### config.mk
export PLATFORM = sky130hd
export DESIGN_NAME = reflex_round_ctrl
export DESIGN_NICKNAME = d
export VERILOG_FILES = /design/src/rtl/reflex_pkg.sv /design/src/rtl/lfsr16.sv /design/src/rtl/reflex_round_ctrl.sv
export SDC_FILE = /design/constraint.sdc
export NUM_CORES = 1
export LEC_CHECK = 0
export BUFFER_PORTS_ARGS = -buffer_cell sky130_fd_sc_hd__buf_4
export CORE_MARGIN = 2
export CORE_UTILIZATION = 25
export CTS_BUF_LIST = sky130_fd_sc_hd__clkbuf_16
export CTS_CLUSTER_DIAMETER = 50
export DETAILED_ROUTE_END_ITERATION = 7
export GPL_TIMING_DRIVEN = 0
export SLEW_MARGIN = 20
export SYNTH_ARGS = -nofsm -noshare
export SYNTH_HDL_FRONTEND = slang
export SYNTH_SLANG_ARGS = --single-unit
export TNS_END_PERCENT = 50
### constraint.sdc
create_clock -name clk -period 7.1 [get_ports clk]
set_input_delay 1.065 -clock clk [delete_from_list [all_inputs] [get_ports clk]]
set_output_delay 1.065 -clock clk [all_outputs]
set_load 0.02 [all_outputs]
### src/rtl/reflex_pkg.sv
// Shared types and constants for the reflex round controller.
package reflex_pkg;

    typedef enum logic [1:0] {
        ST_IDLE   = 2'd0,
        ST_DELAY  = 2'd1,
        ST_TARGET = 2'd2,
        ST_DONE   = 2'd3
    } state_t;

    localparam logic [15:0] LFSR_SEED     = 16'hACE1;
    // Right-shifting Galois form of x^16+x^14+x^13+x^11+1.
    localparam logic [15:0] LFSR_TAPS     = 16'hB400;
    localparam logic [9:0]  DELAY_BASE_MS = 10'd256;
    localparam logic [6:0]  CNT_MAX       = 7'd127;
    localparam logic [9:0]  REACT_MAX     = 10'd1023;

    function automatic logic [6:0] sat_inc7(input logic [6:0] v);
        return (v == CNT_MAX) ? v : v + 7'd1;
    endfunction

endpackage

### src/rtl/lfsr16.sv
// Free-running 16-bit Galois LFSR used for delay and target draws.
module lfsr16 import reflex_pkg::*; (
    input  logic        clk,
    input  logic        rst,
    output logic [15:0] out
);

    always_ff @(posedge clk) begin
        if (rst) begin
            out <= LFSR_SEED;
        end else if (out[0]) begin
            out <= (out >> 1) ^ LFSR_TAPS;
        end else begin
            out <= out >> 1;
        end
    end

endmodule

### src/rtl/reflex_round_ctrl.sv
// Reaction-game round controller: random delay, lit target, reaction window,
// score/miss bookkeeping and a fixed-length round timer.
module reflex_round_ctrl import reflex_pkg::*; #(
    parameter int CLK_HZ      = 100000000,
    parameter int ROUND_SEC   = 30,
    parameter int NUM_TARGETS = 4,
    parameter int WINDOW_MS   = 1000
) (
    input  logic                   clk,
    input  logic                   rst,
    input  logic                   start_btn,
    input  logic [NUM_TARGETS-1:0] hit,
    output logic [NUM_TARGETS-1:0] target_led,
    output logic [4:0]             elapsed_s,
    output logic [6:0]             score,
    output logic [6:0]             miss_cnt,
    output logic [9:0]             last_react_ms,
    output logic                   busy,
    output logic                   done,
    output logic [1:0]             state_dbg
);

    localparam int MS_DIV  = CLK_HZ / 1000;
    localparam int MS_W    = $clog2(MS_DIV + 1);
    localparam int SEC_W   = $clog2(CLK_HZ + 1);
    localparam int IDX_W   = $clog2(NUM_TARGETS);
    localparam int REACT_W = $clog2(WINDOW_MS + 1);

    state_t state, state_d;

    logic [15:0]            lfsr;
    logic                   unused_lfsr_bits;
    logic [MS_W-1:0]        ms_cnt, ms_cnt_d;
    logic [SEC_W-1:0]       sec_cnt, sec_cnt_d;
    logic [9:0]             delay_cnt, delay_cnt_d;
    logic [9:0]             delay_ms, delay_ms_d;
    logic [IDX_W-1:0]       idx, idx_d;
    logic [REACT_W-1:0]     react_cnt, react_cnt_d;
    logic [NUM_TARGETS-1:0] led_d, lit_mask;
    logic [4:0]             elapsed_d;
    logic [6:0]             score_d, miss_d;
    logic [9:0]             last_d;
    logic [31:0]            react_sum;
    logic                   ms_tick, sec_tick, round_over, redraw;

    lfsr16 u_lfsr (
        .clk (clk),
        .rst (rst),
        .out (lfsr)
    );

    assign unused_lfsr_bits = ^lfsr[15:9];

    assign busy      = (state == ST_DELAY) || (state == ST_TARGET);
    assign done      = (state == ST_DONE);
    assign state_dbg = state;

    assign ms_tick    = busy && (ms_cnt == MS_W'(MS_DIV - 1));
    assign sec_tick   = busy && (sec_cnt == SEC_W'(CLK_HZ - 1));
    assign round_over = sec_tick && (elapsed_s == 5'(ROUND_SEC - 1));

    always_comb begin
        state_d     = state;
        led_d       = target_led;
        elapsed_d   = elapsed_s;
        score_d     = score;
        miss_d      = miss_cnt;
        last_d      = last_react_ms;
        ms_cnt_d    = ms_cnt;
        sec_cnt_d   = sec_cnt;
        delay_cnt_d = delay_cnt;
        delay_ms_d  = delay_ms;
        idx_d       = idx;
        react_cnt_d = react_cnt;
        redraw      = 1'b0;
        lit_mask    = '0;
        lit_mask[idx] = 1'b1;
        // A hit on a tick cycle counts that millisecond as elapsed.
        react_sum   = 32'(react_cnt) + 32'(ms_tick);

        if (busy) begin
            ms_cnt_d  = ms_tick ? '0 : ms_cnt + MS_W'(1);
            sec_cnt_d = sec_tick ? '0 : sec_cnt + SEC_W'(1);
            if (sec_tick) begin
                elapsed_d = elapsed_s + 5'd1;
            end
        end

        case (state)
            ST_IDLE, ST_DONE: begin
                if (start_btn) begin
                    score_d   = '0;
                    miss_d    = '0;
                    elapsed_d = '0;
                    last_d    = '0;
                    ms_cnt_d  = '0;
                    sec_cnt_d = '0;
                    led_d     = '0;
                    redraw    = 1'b1;
                    state_d   = ST_DELAY;
                end
            end
            ST_DELAY: begin
                if (round_over) begin
                    led_d   = '0;
                    state_d = ST_DONE;
                end else if (|hit) begin
                    miss_d = sat_inc7(miss_cnt);
                    redraw = 1'b1;
                end else if (ms_tick) begin
                    if (delay_cnt == delay_ms - 10'd1) begin
                        led_d       = lit_mask;
                        react_cnt_d = '0;
                        state_d     = ST_TARGET;
                    end else begin
                        delay_cnt_d = delay_cnt + 10'd1;
                    end
                end
            end
            ST_TARGET: begin
                if (round_over) begin
                    led_d   = '0;
                    state_d = ST_DONE;
                end else if (|hit) begin
                    if (hit == target_led) begin
                        score_d = sat_inc7(score);
                        last_d  = (react_sum > 32'(REACT_MAX)) ? REACT_MAX : react_sum[9:0];
                    end else begin
                        miss_d = sat_inc7(miss_cnt);
                    end
                    led_d   = '0;
                    redraw  = 1'b1;
                    state_d = ST_DELAY;
                end else if (ms_tick) begin
                    if (react_cnt == REACT_W'(WINDOW_MS - 1)) begin
                        miss_d  = sat_inc7(miss_cnt);
                        led_d   = '0;
                        redraw  = 1'b1;
                        state_d = ST_DELAY;
                    end else begin
                        react_cnt_d = react_cnt + REACT_W'(1);
                    end
                end
            end
            default: state_d = ST_IDLE;
        endcase

        if (redraw) begin
            delay_ms_d  = DELAY_BASE_MS + {1'b0, lfsr[8:0]};
            idx_d       = lfsr[IDX_W-1:0];
            delay_cnt_d = '0;
        end
    end

    always_ff @(posedge clk) begin
        if (rst) begin
            state         <= ST_IDLE;
            target_led    <= '0;
            elapsed_s     <= '0;
            score         <= '0;
            miss_cnt      <= '0;
            last_react_ms <= '0;
            ms_cnt        <= '0;
            sec_cnt       <= '0;
            delay_cnt     <= '0;
            delay_ms      <= DELAY_BASE_MS;
            idx           <= '0;
            react_cnt     <= '0;
        end else begin
            state         <= state_d;
            target_led    <= led_d;
            elapsed_s     <= elapsed_d;
            score         <= score_d;
            miss_cnt      <= miss_d;
            last_react_ms <= last_d;
            ms_cnt        <= ms_cnt_d;
            sec_cnt       <= sec_cnt_d;
            delay_cnt     <= delay_cnt_d;
            delay_ms      <= delay_ms_d;
            idx           <= idx_d;
            react_cnt     <= react_cnt_d;
        end
    end

endmodule

==> metrics.md, run 1 <==
| Metric | Value |
|---|---|
| Switching share of power | 31.41% |
| Pwr dens | 256.6 nW/um^2 |
| Mapped Cells | 737 |
| Register area | 2502 um^2 |
| Worst min-delay path class | reg2reg |
| Unique cell type count in the Yosys netlist | 61 |
| Die ar. | 26,310 um^2 |
| Max-cap violations | 0 |
| Nets | 825 |
| Setup Crit Path Kind | reg2out |
| Starting density of the core | 25.58% |
| GP Congestion | 0.8027 |
| Dominant register cell in the synthesized netlist | dfxtp_1 |
| Detailed Route Iter0 Violations | 274 |
| Synth top area share | 39.99% |
| Largest net degree at the start of global routing | 17 |
| Initial DRT Pass Iterations | 5 |
| Register share of total power | 38.6% |
| Post-synth EDFFs | 0 |
| Final setup violation count | 0 |
| Hold-fix buffer count after cts | 0 |
| Grt met1 use | 15.69% |
| # H-tree levels | 4 |
| Synth area leaders | dfxtp_1 40%, xor2_1 5.5%, nor2_1 4.8% |
| Fin util | 30.97% |
| Final period utilization | 49.07% |
| Reg clk slew, reported paths | 0.06 ns |
| Initial antenna violation count | 0 |
| Fin area | 7575 um^2 |
| Die width | 162.2 um |
| Clk Latency, worst-skew pair | 0.43 ns |
| Vias in the first global route | 5,181 |
| Die H | 162.2 um |
| CTS tree | yes |
| CP arrival | 2.42 ns |
| Worst R2R Setup Slack | 3.65 ns |
| Antenna Violating Nets Remaining | 0 |
| Met2 usage | 20.21% |
| Site row count | 57 |
| Clock share of power | 43.8% |
| Syn-to-layout area delta | 21.06% |
| DR WL/cell | 13.77 um |
| Busiest grt layer | met2 |
| Leak | 2.685 nW |
| Setup repair bufs after CTS | 0 |
| First-pass GRT wire length | 26.05 mm |
| Number of remaining DRC errors | 0 |
| Total Wirelength | 15.66 mm |
| Internal | 1.333 mW |
| Vias/cell | 4.749 |
| CTS Buf Count | 17 |
| GR Layer Usage met3 | 3.218% |
| # clock sinks | 125 |
| Switching Power | 610.7 uW |
| Worst Tran Pin Value | 0.8255 ns |
| Hpwl dp | 11.50 mm |
| Combinational group share of total power | 17.6% |
| RSZ-0062 raised after global routing | false |
| Max_slew headroom | 44.64% |
| WP data required | 6.03 ns |
| Fmax | 0.2870 GHz |
| Setup TNS | 0 ns |
| Core box area | 24,460 um^2 |
| Period minus WS final | 3.484 ns |
| Deepest clock path buffer count | 2 |
| GRT Residual Overflow | 0 |
| Outcome | finished, final reports clean |
| Clock root cell | clkbuf_16 |
| Synthesized area | 6257 um^2 |
| Post-Place Cell Area | 6998 um^2 |
| Async S/R FF share, synth | 0% |
| Syn nets | 762 |
| Crit. End Element | output port |
| Routed via count | 5,400 |
| Final Skew | 0.01219 ns |
| Tot GR Track Use | 12.36% |
| IR drop worst, VDD | 0.1460 mV |
| Post-cts repair resize count | 0 |
| CP Max Fanout | 10 |
| Ratio of cells with drive above 1 in the final layout | 12.05% |
| CP Launch Type | register |
| Antenna cells | 0 |
| Multi-input logic area | 3548 um^2 |
| Final count of hold timing violations | 0 |
| IO Pins | 44 |
| Yosys reg bits | 125 |
| Register area share after synthesis | 39.99% |
| FILL cells | 2,574 |
| Syn. warnings | 0 |
| Port bufs | 43 |
| Pins Over Slew Limit | 0 |
| Post-synthesis area per instance | 8.490 um^2 |
| Yosys top cell by area | dfxtp_1 |
==> placed cells by master, fill, tap and decap left out, types with 18 or more instances in the layout <==
master    instances
buf_4            43
nor2_1           80
nand2_1          59
o21ai_0          20
a21oi_1          55
ha_1             18
dfxtp_1         125
nand3_1          37
nand4_1          27
xor2_1           39
clkbuf_1         32
or3_1            21
xnor2_1          29
==> power by group through the flow <==
stage,combinational (mW),clock (mW),sequential (mW)
final,0.342,0.852,0.750
after global routing,0.380,0.905,0.753
after CTS,0.342,0.867,0.750
after detailed placement,0.340,0,0.765
after global placement,0.336,0,0.765
after floorplan,0.239,0,0.765
==> cells in the mapped netlist, drive strengths merged (11+ instances only) <==
| cell type | count |
|---|---|
| a21oi | 55 |
| and3 | 17 |
| clkbuf | 32 |
| dfxtp | 125 |
| ha | 18 |
| inv | 17 |
| mux2i | 12 |
| nand2 | 59 |
| nand3 | 37 |
| nand4 | 27 |
| nor2 | 80 |
| nor2b | 15 |
| nor3 | 11 |
| o21ai | 21 |
| or3 | 21 |
| or4 | 11 |
| xnor2 | 29 |
| xor2 | 39 |
==> worst max-delay path: stages, from the launching register on <==
cell      delay (ns)
dfxtp_1         0.40
inv_1           0.09
ha_1            0.34
clkbuf_1        0.25
inv_1           0.12
clkbuf_1        0.52
buf_4           0.26
==> logic make-up after synthesis <==
logic type | count (synthesis) | synth area share, %
XOR/XNOR | 68 | 9.518
AND/OR/NAND/NOR | 327 | 27.89
flip-flops | 125 | 39.99
multiplexers | 14 | 2.280
AO/OA/AOI/OAI | 132 | 13.30
adder cells (fa/ha/maj) | 18 | 3.599
buffers and inverters | 53 | 3.419
==> routing by layer <==
metal  wire (um)  up-vias
met3         407       23
met4         329        0
met2        7358       63
met5           0        -
li1            -     2777
met1        7565     2537
==> layout make-up <==
| class | count | share of cell area [%] |
|---|---|---|
| repair buffers | 44 | 4.328 |
| flip-flops and latches | 125 | 33.04 |
| clock buffers | 17 | 5.616 |
| plain buffers | 35 | 1.933 |
| inverters | 18 | 0.8920 |
| clock inverters | 15 | 1.999 |
| well taps | 324 | 5.352 |
| multi-input cells | 559 | 46.85 |
==> flip-flops by register name (all words and copies together), names as in the netlist <==
name           flops
sec_cnt           27
ms_cnt            17
u_lfsr.out        16
delay_cnt         10
delay_ms          10
last_react_ms     10
react_cnt         10
miss_cnt           7
score              7
elapsed_s          5
target_led         4
state_dbg          2
==> metrics by stage <==
step                worst slack, ns  std cells  power (mW)  hold slack, ns
floorplan                     4.163        737       1.003          0.3895
global placement              3.428       1104       1.101          0.4205
detailed placement            3.506       1105       1.106          0.4178
CTS                           3.581       1137       1.959          0.4414
global route                  3.355       1137       2.038          0.4551
finish                        3.616       1137       1.944          0.4411
==> path summary, 6_finish.rpt <==
kind                                       end            from  cells past startpoint
worst max register to register     delay_ms[9]    state_dbg[0]                      9
worst min register to register  u_lfsr.out[14]  u_lfsr.out[15]                      1
worst max-delay path                      busy    state_dbg[0]                      6
worst min-delay path            u_lfsr.out[14]  u_lfsr.out[15]                      1
Power figures use the tool's default switching activity.
==> inputs of run 2 (changes only) <==
==> constraint.sdc (replaced) <==
create_clock -name clk -period 3 [get_ports clk]
set_input_delay 0.45 -clock clk [delete_from_list [all_inputs] [get_ports clk]]
set_output_delay 0.45 -clock clk [all_outputs]
set_load 0.02 [all_outputs]
==> metrics.md, run 2 (synthesis gave the netlist of run 1 again) <==
| Metric | Value |
|---|---|
| Ratio of cells with drive above 1 in the final layout | 15.33% (+3.3 points) |
| Tot GR Track Use | 12.41% (+0.055 points) |
| # H-tree levels | 4 (unchanged) |
| Final Skew | 0.01104 ns (-0.001147 ns) |
| Vias/cell | 4.745 (about the same) |
| CTS tree | yes |
| Port bufs | 43 (unchanged) |
| Total Wirelength | 15.89 mm (+1.5%) |
| Max_slew headroom | 43.01% (-1.6 points) |
| Multi-input logic area | 3640 um^2 (+2.6%) |
| Final count of hold timing violations | 0 (unchanged) |
| Routed via count | 5,438 (+0.70%) |
| CTS Buf Count | 17 (unchanged) |
| GRT Residual Overflow | 0 (unchanged) |
| Crit-path cells | ha_1 -> nand2b_1 -> or4_4 -> nor3_4 -> buf_4 -> clkbuf_8 -> nand3b_1 -> nand2_1 -> a21o_1 -> mux2_2 |
| FILL cells | 2,558 (-0.62%) |
| Worst R2R Setup Slack | 0.09 ns (-3.56 ns) |
| CP Max Fanout | 10 (unchanged) |
| Fin area | 7757 um^2 (+2.4%) |
| Most common cell after layout, fill and taps aside | dfxtp_1 |
| IO Pins | 44 (unchanged) |
| Number of flip-flops under the largest register name | 27 (unchanged) |
| Deepest clock path buffer count | 2 (unchanged) |
| Period minus WS final | 2.910 ns |
| IR drop worst, VDD | 0.3548 mV (+140%) |
| DR WL/cell | 13.87 um (+0.68%) |
| Register area | 2504 um^2 (about the same) |
| Worst Tran Pin Value | 0.8497 ns (+0.02419 ns) |
| Die H | 162.2 um (unchanged) |
| Post-Place Cell Area | 6998 um^2 (unchanged) |
| Antenna cells | 0 (unchanged) |
| Setup Crit Path Kind | reg2reg |
| GP Congestion | 0.8027 (unchanged) |
| Power Total | 4.660 mW (+140%) |
| Site row count | 57 (unchanged) |
| Crit path largest cell delay | 0.55 ns (+0.03 ns) |
| Final setup violation count | 0 (unchanged) |
| # clock sinks | 125 (unchanged) |
| Most frequent cells in the layout | 124 x dfxtp_1, 78 x nor2_1, 59 x nand2_1 |
| Die width | 162.2 um (unchanged) |
| Clk Latency, worst-skew pair | 0.43 ns (about the same) |
| Outcome | finished, final reports clean |
| Detailed Route Iter0 Violations | 284 (+3.6%) |
| Core box area | 24,460 um^2 (unchanged) |
| Nets | 834 (+1.1%) |
| Leak | 2.804 nW (+4.4%) |
| WP data required | 3.32 ns (-2.71 ns) |
| Top flop regs | sec_cnt: 27 flops, ms_cnt: 17 flops, u_lfsr.out: 16 flops |
| Die ar. | 26,310 um^2 (unchanged) |
| CP arrival | 3.23 ns (+0.81 ns) |
| Initial antenna violation count | 0 (unchanged) |
| Largest net degree at the start of global routing | 19 (+2) |
| First-pass GRT wire length | 26.21 mm (+0.61%) |
| Fin Hold WS | 0.4441 ns (+0.002972 ns) |
| Initial DRT Pass Iterations | 4 (-1) |
| CP Launch Type | register |
| Number of remaining DRC errors | 0 (unchanged) |
| Fmax | 0.3437 GHz |
| Top reg by flops | sec_cnt |
| Hpwl dp | 11.50 mm (unchanged) |
| Antenna Violating Nets Remaining | 0 (unchanged) |
| Pins Over Slew Limit | 0 (unchanged) |
| Worst min-delay path class | reg2reg |
| Clock root cell | clkbuf_16 |
| Pwr dens | 600.7 nW/um^2 (+130%) |
| Max-cap violations | 0 (unchanged) |
| Final period utilization | 96.99% |
| Slowest cell on the critical path | or4_4 |
| Crit. End Element | register |
| Starting density of the core | 25.58% (unchanged) |
| Syn-to-layout area delta | 23.98% |
| Reg clk slew, reported paths | 0.06 ns (about the same) |
| Vias in the first global route | 5,225 (+0.85%) |
-- run 2: cell count changes in the layout (fill, tap and decap cells not counted), sizes merged --
cell    previous run  this run
buf               47        57
clkbuf            49        47
nor2              80        81
-- run 2: critical path, delay by kind of cell (launching register included) --
kind	cells	cell delay [ns]
flops	1	0.47
buf+inv	2	0.32
mux	1	0.26
fa+ha+maj	1	0.33
simple gates	5	1.21
compound gates	1	0.20
-- run 2: area by class of cell --
class	instances	area share, %
Clock buffer	17	5.484
Inverter	18	0.8710
Sequential cell	125	32.27
Timing Repair Buffer	54	5.194
Tap cell	324	5.226
Buffer	33	2.081
Multi-Input combinational cell	560	46.92
Clock inverter	15	1.952
-- run 2: metrics by stage --
step                      worst slack (ns)  util [%]  cells  setup TNS [ns]
after floorplan                    0.06327         -    737               0
after CTS                          0.01720     31.34   1138               0
after global routing             -0.005223     31.71   1146       -0.005223
final                              0.09042     31.71   1146               0
after global placement             -0.6718     28.56   1104          -16.13
after detailed placement           -0.4310     28.61   1105          -13.47
-- run 2: report_power, final --
group | internal, mW | leakage, nW | switching (mW)
Combinational | 0.310 | 1.52 | 0.557
Sequential | 1.72 | 1.01 | 0.0584
Clock | 1.16 | 0.274 | 0.851
-- run 2: timing repair --
action	in CTS	in global routing
resized for setup	20	12
endpoints found under the setup margin	76	62
pin swaps	3	5
gates cloned	0	1
hold endpoints to repair	0	0
buffers inserted	3	7
hold buffers	0	0
-- run 2: path summary, 6_finish.rpt --
kind | start | endpoint | depth (start not counted)
hold / removal | u_lfsr.out[15] | u_lfsr.out[14] | 1
hold reg to reg | u_lfsr.out[15] | u_lfsr.out[14] | 1
setup / recovery | state_dbg[1] | state_dbg[1] | 10
setup reg to reg | state_dbg[1] | state_dbg[1] | 10
-- run 2: layer usage --
| layer | share of wire (%) | wire [um] | global-route usage [%] | vias up |
|---|---|---|---|---|
| li1 | - | - | - | 2784 |
| met1 | 47 | 7527 | 15.65 | 2565 |
| met2 | 48 | 7593 | 20.39 | 67 |
| met3 | 2.9 | 460 | 3.269 | 22 |
| met4 | 1.9 | 308 | 4.586 | 0 |
| met5 | 0 | 0 | 0 | - |
==> inputs of run 3 (changes only) <==
--- a/config.mk
+++ b/config.mk
@@ -6,14 +6,18 @@
 export NUM_CORES = 1
 export LEC_CHECK = 0
 export BUFFER_PORTS_ARGS = -buffer_cell sky130_fd_sc_hd__buf_4
+export CELL_PAD_IN_SITES_DETAIL_PLACEMENT = 2
+export CELL_PAD_IN_SITES_GLOBAL_PLACEMENT = 2
 export CORE_MARGIN = 2
-export CORE_UTILIZATION = 25
+export CORE_UTILIZATION = 34
 export CTS_BUF_LIST = sky130_fd_sc_hd__clkbuf_16
 export CTS_CLUSTER_DIAMETER = 50
 export DETAILED_ROUTE_END_ITERATION = 7
 export GPL_TIMING_DRIVEN = 0
+export PLACE_DENSITY_LB_ADDON = 0.1
 export SLEW_MARGIN = 20
 export SYNTH_ARGS = -nofsm -noshare
 export SYNTH_HDL_FRONTEND = slang
+export SYNTH_HIERARCHICAL = 1
 export SYNTH_SLANG_ARGS = --single-unit
 export TNS_END_PERCENT = 50
==> metrics.md, run 3 <==
| Metric | Value |
|---|---|
| Setup TNS | 0 ns (unchanged) |
| Most frequent cells in the layout | 121 x dfxtp_1, 88 x nor2_1, 59 x nand2_1 |
| Pwr dens | 708.4 nW/um^2 (+18%) |
| Power Total | 5.566 mW (+19%) |
| Top reg by flops | sec_cnt |
| Worst min-delay path class | in2reg |
| Initial antenna violation count | 0 (unchanged) |
| Switching Power | 1.928 mW (+31%) |
| R2R cell count | 10 (unchanged) |
| Delay-heaviest family, CP | compound AO/OA/AOI/OAI gates |
| Fmax | 0.3448 GHz (+0.32%) |
| Worst Tran Pin Value | 0.9156 ns (+0.06599 ns) |
| Starting density of the core | 34.69% (+9.1 points) |
| Post-synthesis area per instance | 8.555 um^2 (+0.76%) |
| Post-synth EDFFs | 0 (unchanged) |
| DR WL/cell | 19.81 um (+43%) |
| Ratio of cells with drive above 1 in the final layout | 20.17% (+4.8 points) |
| CP arrival | 3.27 ns (+0.04 ns) |
| # H-tree levels | 4 (unchanged) |
| FILL cells | 1,979 (-23%) |
| Clock share of power | 37.8% (-5.5 points) |
| Max_slew headroom | 38.39% (-4.6 points) |
| Multi-input logic area | 3797 um^2 (+4.3%) |
| Crit. End Element | register |
| Switching share of power | 34.64% (+3.2 points) |
| Detailed Route Iter0 Violations | 247 (-13%) |
| Largest net degree at the start of global routing | 17 (-2) |
| Most common cell after layout, fill and taps aside | dfxtp_1 |
| Die width | 139.6 um (-14%) |
| Register area | 2515 um^2 (+0.45%) |
| # clock sinks | 125 (unchanged) |
| Clock root cell | clkbuf_16 |
| Fin Hold WS | 0.4119 ns (-0.03217 ns) |
| Syn-to-layout area delta | 25.65% |
| RSZ-0062 raised after global routing | true |
| Dominant register cell in the synthesized netlist | dfxtp_1 |
| Worst path depth | 10 (unchanged) |
| Mapped Cells | 731 (-0.81%) |
| FF-to-FF Start | delay_ms[1] |
| Tot GR Track Use | 21.88% (+9.5 points) |
| Hold path cells | 2 (+1) |
| Final std cells w/o fill | 1,047 (-8.6%) |
| R2R Path End | react_cnt[3] |
| Unique cell type count in the Yosys netlist | 78 (+28%) |
| Register area share after synthesis | 40.02% (about the same) |
| Number of remaining DRC errors | 0 (unchanged) |
| Final period utilization | 96.68% (-0.31 points) |
| Post-synth top cells | 125 x dfxtp_1, 91 x nor2_1, 59 x nand2_1 |
| CP Launch Type | register |
| Hold-fix buffer count after cts | 0 (unchanged) |
| WP data required | 3.37 ns (+0.05 ns) |
| Worst Hold End | u_lfsr/out[3] |
| Number of buffers and inverters on the critical path | 2 (unchanged) |
| Total Wirelength | 20.74 mm (+30%) |
| Syn. warnings | 6 (+6) |
| Worst R2R Setup Slack | 0.1 ns (about the same) |
| Async S/R FF share, synth | 0% (unchanged) |
| Core box area | 18,020 um^2 (-26%) |
| Clk Latency, worst-skew pair | 0.43 ns (about the same) |
| Final count of hold timing violations | 0 (unchanged) |
| Initial DRT Pass Iterations | 4 (unchanged) |
| Setup Crit Path Kind | reg2reg |
| GP Congestion | 0.7581 (-5.6%) |
| Die ar. | 19,490 um^2 (-26%) |
| Crit path largest cell delay | 0.43 ns (-0.12 ns) |
| Period minus WS final | 2.900 ns (-0.009295 ns) |
| Synth top area share | 40.02% (about the same) |
| Die H | 139.6 um (-14%) |
| First-pass GRT wire length | 34.22 mm (+31%) |
| IO Pins | 44 (unchanged) |
| CTS tree | yes |
| Vias/cell | 5.522 (+16%) |
| Port bufs | 43 (unchanged) |
| Antenna Violating Nets Remaining | 0 (unchanged) |
| Placed insts | 1,003 (-9.2%) |
| Most frequent cell after synthesis | dfxtp_1 |
| Pins Over Slew Limit | 0 (unchanged) |
| Syn nets | 756 (-0.79%) |
| Antenna cells | 0 (unchanged) |
| Site row count | 49 (-14%) |
| Final Skew | 0.01230 ns (+0.001253 ns) |
| IR drop worst, VDD | 0.4726 mV (+33%) |
| Routed via count | 5,782 (+6.3%) |
| GRT Residual Overflow | 0 (unchanged) |
| Crit-path cells | clkinvlp_4 -> ha_4 -> xor2_2 -> o211ai_1 -> a211oi_2 -> or3b_1 -> o41a_1 -> buf_6 -> or3_4 -> a21oi_2 |
| Yosys reg bits | 125 (unchanged) |
| Slowest cell on the critical path | o41a_1 |
| Number of flip-flops under the largest register name | 27 (unchanged) |
| Synth area leaders | dfxtp_1 40%, nor2_1 5.5%, xor2_1 4.1% |
| Synthesized area | 6253 um^2 (about the same) |
| Max-cap violations | 0 (unchanged) |
| CP Max Fanout | 5 (-5) |
| Reg clk slew, reported paths | 0.06 ns (about the same) |
| Combinational group share of total power | 27.3% (+8.7 points) |
| Top flop regs | sec_cnt: 27 flops, ms_cnt: 17 flops, u_lfsr/out: 16 flops |
| CTS Buf Count | 17 (unchanged) |
| Outcome | finished, final reports clean |
| Deepest clock path buffer count | 2 (unchanged) |
| Hold wc startpoint | rst |
| Yosys top cell by area | dfxtp_1 |
| Nets | 830 (-0.48%) |
| Vias in the first global route | 6,332 (+21%) |
| Register share of total power | 34.8% (-3.3 points) |
| Hpwl dp | 14.30 mm (+24%) |
| Leak | 2.885 nW (+2.9%) |
| Final setup violation count | 0 (unchanged) |
| Internal | 3.638 mW (+14%) |
run 3: cell types whose count changed in the layout (fill, tap and decap cells not counted), sizes merged, moves of 6 or more:
cell,change
a21oi,-18
nor2b,-11
o21ai,+11
clkbuf,-10
nor2,+10
xor2,-10
mux2i,+9
nand4,-9
o211ai,-8
buf,+7
nor3,+7
and2b,+6
o31ai,-6
or4,-6
run 3: cell type report:
cell class                 count  area share, %
clock buffer                  17          5.414
tap                          229          3.646
multi-input combinational    557          48.33
clock inverter                15          2.070
inverter                      20          1.003
timing repair buffer          58          5.860
sequential                   125          32.01
buffer                        26          1.672
run 3: kinds of logic after synthesis:
family	count (synthesis)	share of synthesized area, %
AOI/OAI and AO/OA	121	12.95
xor gates and xnor gates	57	7.983
DFF	125	40.02
and+or+nand+nor	338	28.49
adders and majority gates	18	3.602
buffers and inverters	49	3.181
muxes	23	3.781
run 3: power groups by stage:
stage	clock (mW)	combinational (mW)	sequential, mW
after floorplan	0	0.808	1.99
after global placement	0	1.23	1.96
after detailed placement	0	1.28	1.97
after CTS	2.14	1.39	1.93
after global routing	2.23	1.67	1.96
final	2.11	1.52	1.94
run 3: stage by stage:
stage / cell area, um^2 / utilization [%] / setup slack (ns)
after floorplan: 6254 / - / 0.02755
after global placement: 6863 / 38.07 / -0.5170
after detailed placement: 6863 / 38.07 / -0.6189
after CTS: 7627 / 42.32 / 0.006344
after global routing: 7858 / 43.59 / -0.07561
final: 7858 / 43.59 / 0.09971
run 3: worst max path at each step:
stage                 startpoint               end  slack [ns]
global route         delay_ms[1]      react_cnt[1]       -0.08
detailed placement  state_dbg[0]  last_react_ms[9]       -0.62
finish               delay_ms[1]      react_cnt[3]         0.1
CTS                 state_dbg[0]      react_cnt[8]       0.006
global placement    state_dbg[0]          score[6]       -0.52
floorplan            delay_ms[0]      state_dbg[0]        0.03
run 3: per-layer routing:
layer  up-vias  wire, um  GRT usage [%]
met1      2933      9317          27.26
li1       2759         -              -
met4         0       327          7.105
met2        62     10570          38.29
met5         -         0              0
met3        28       521          3.992
run 3: timing repair:
item,in CTS,in global routing
pin swaps,5,8
endpoints found under the setup margin,63,55
hold endpoints to repair,0,0
gates resized for setup,29,41
cloned,0,1
buffers inserted,7,7
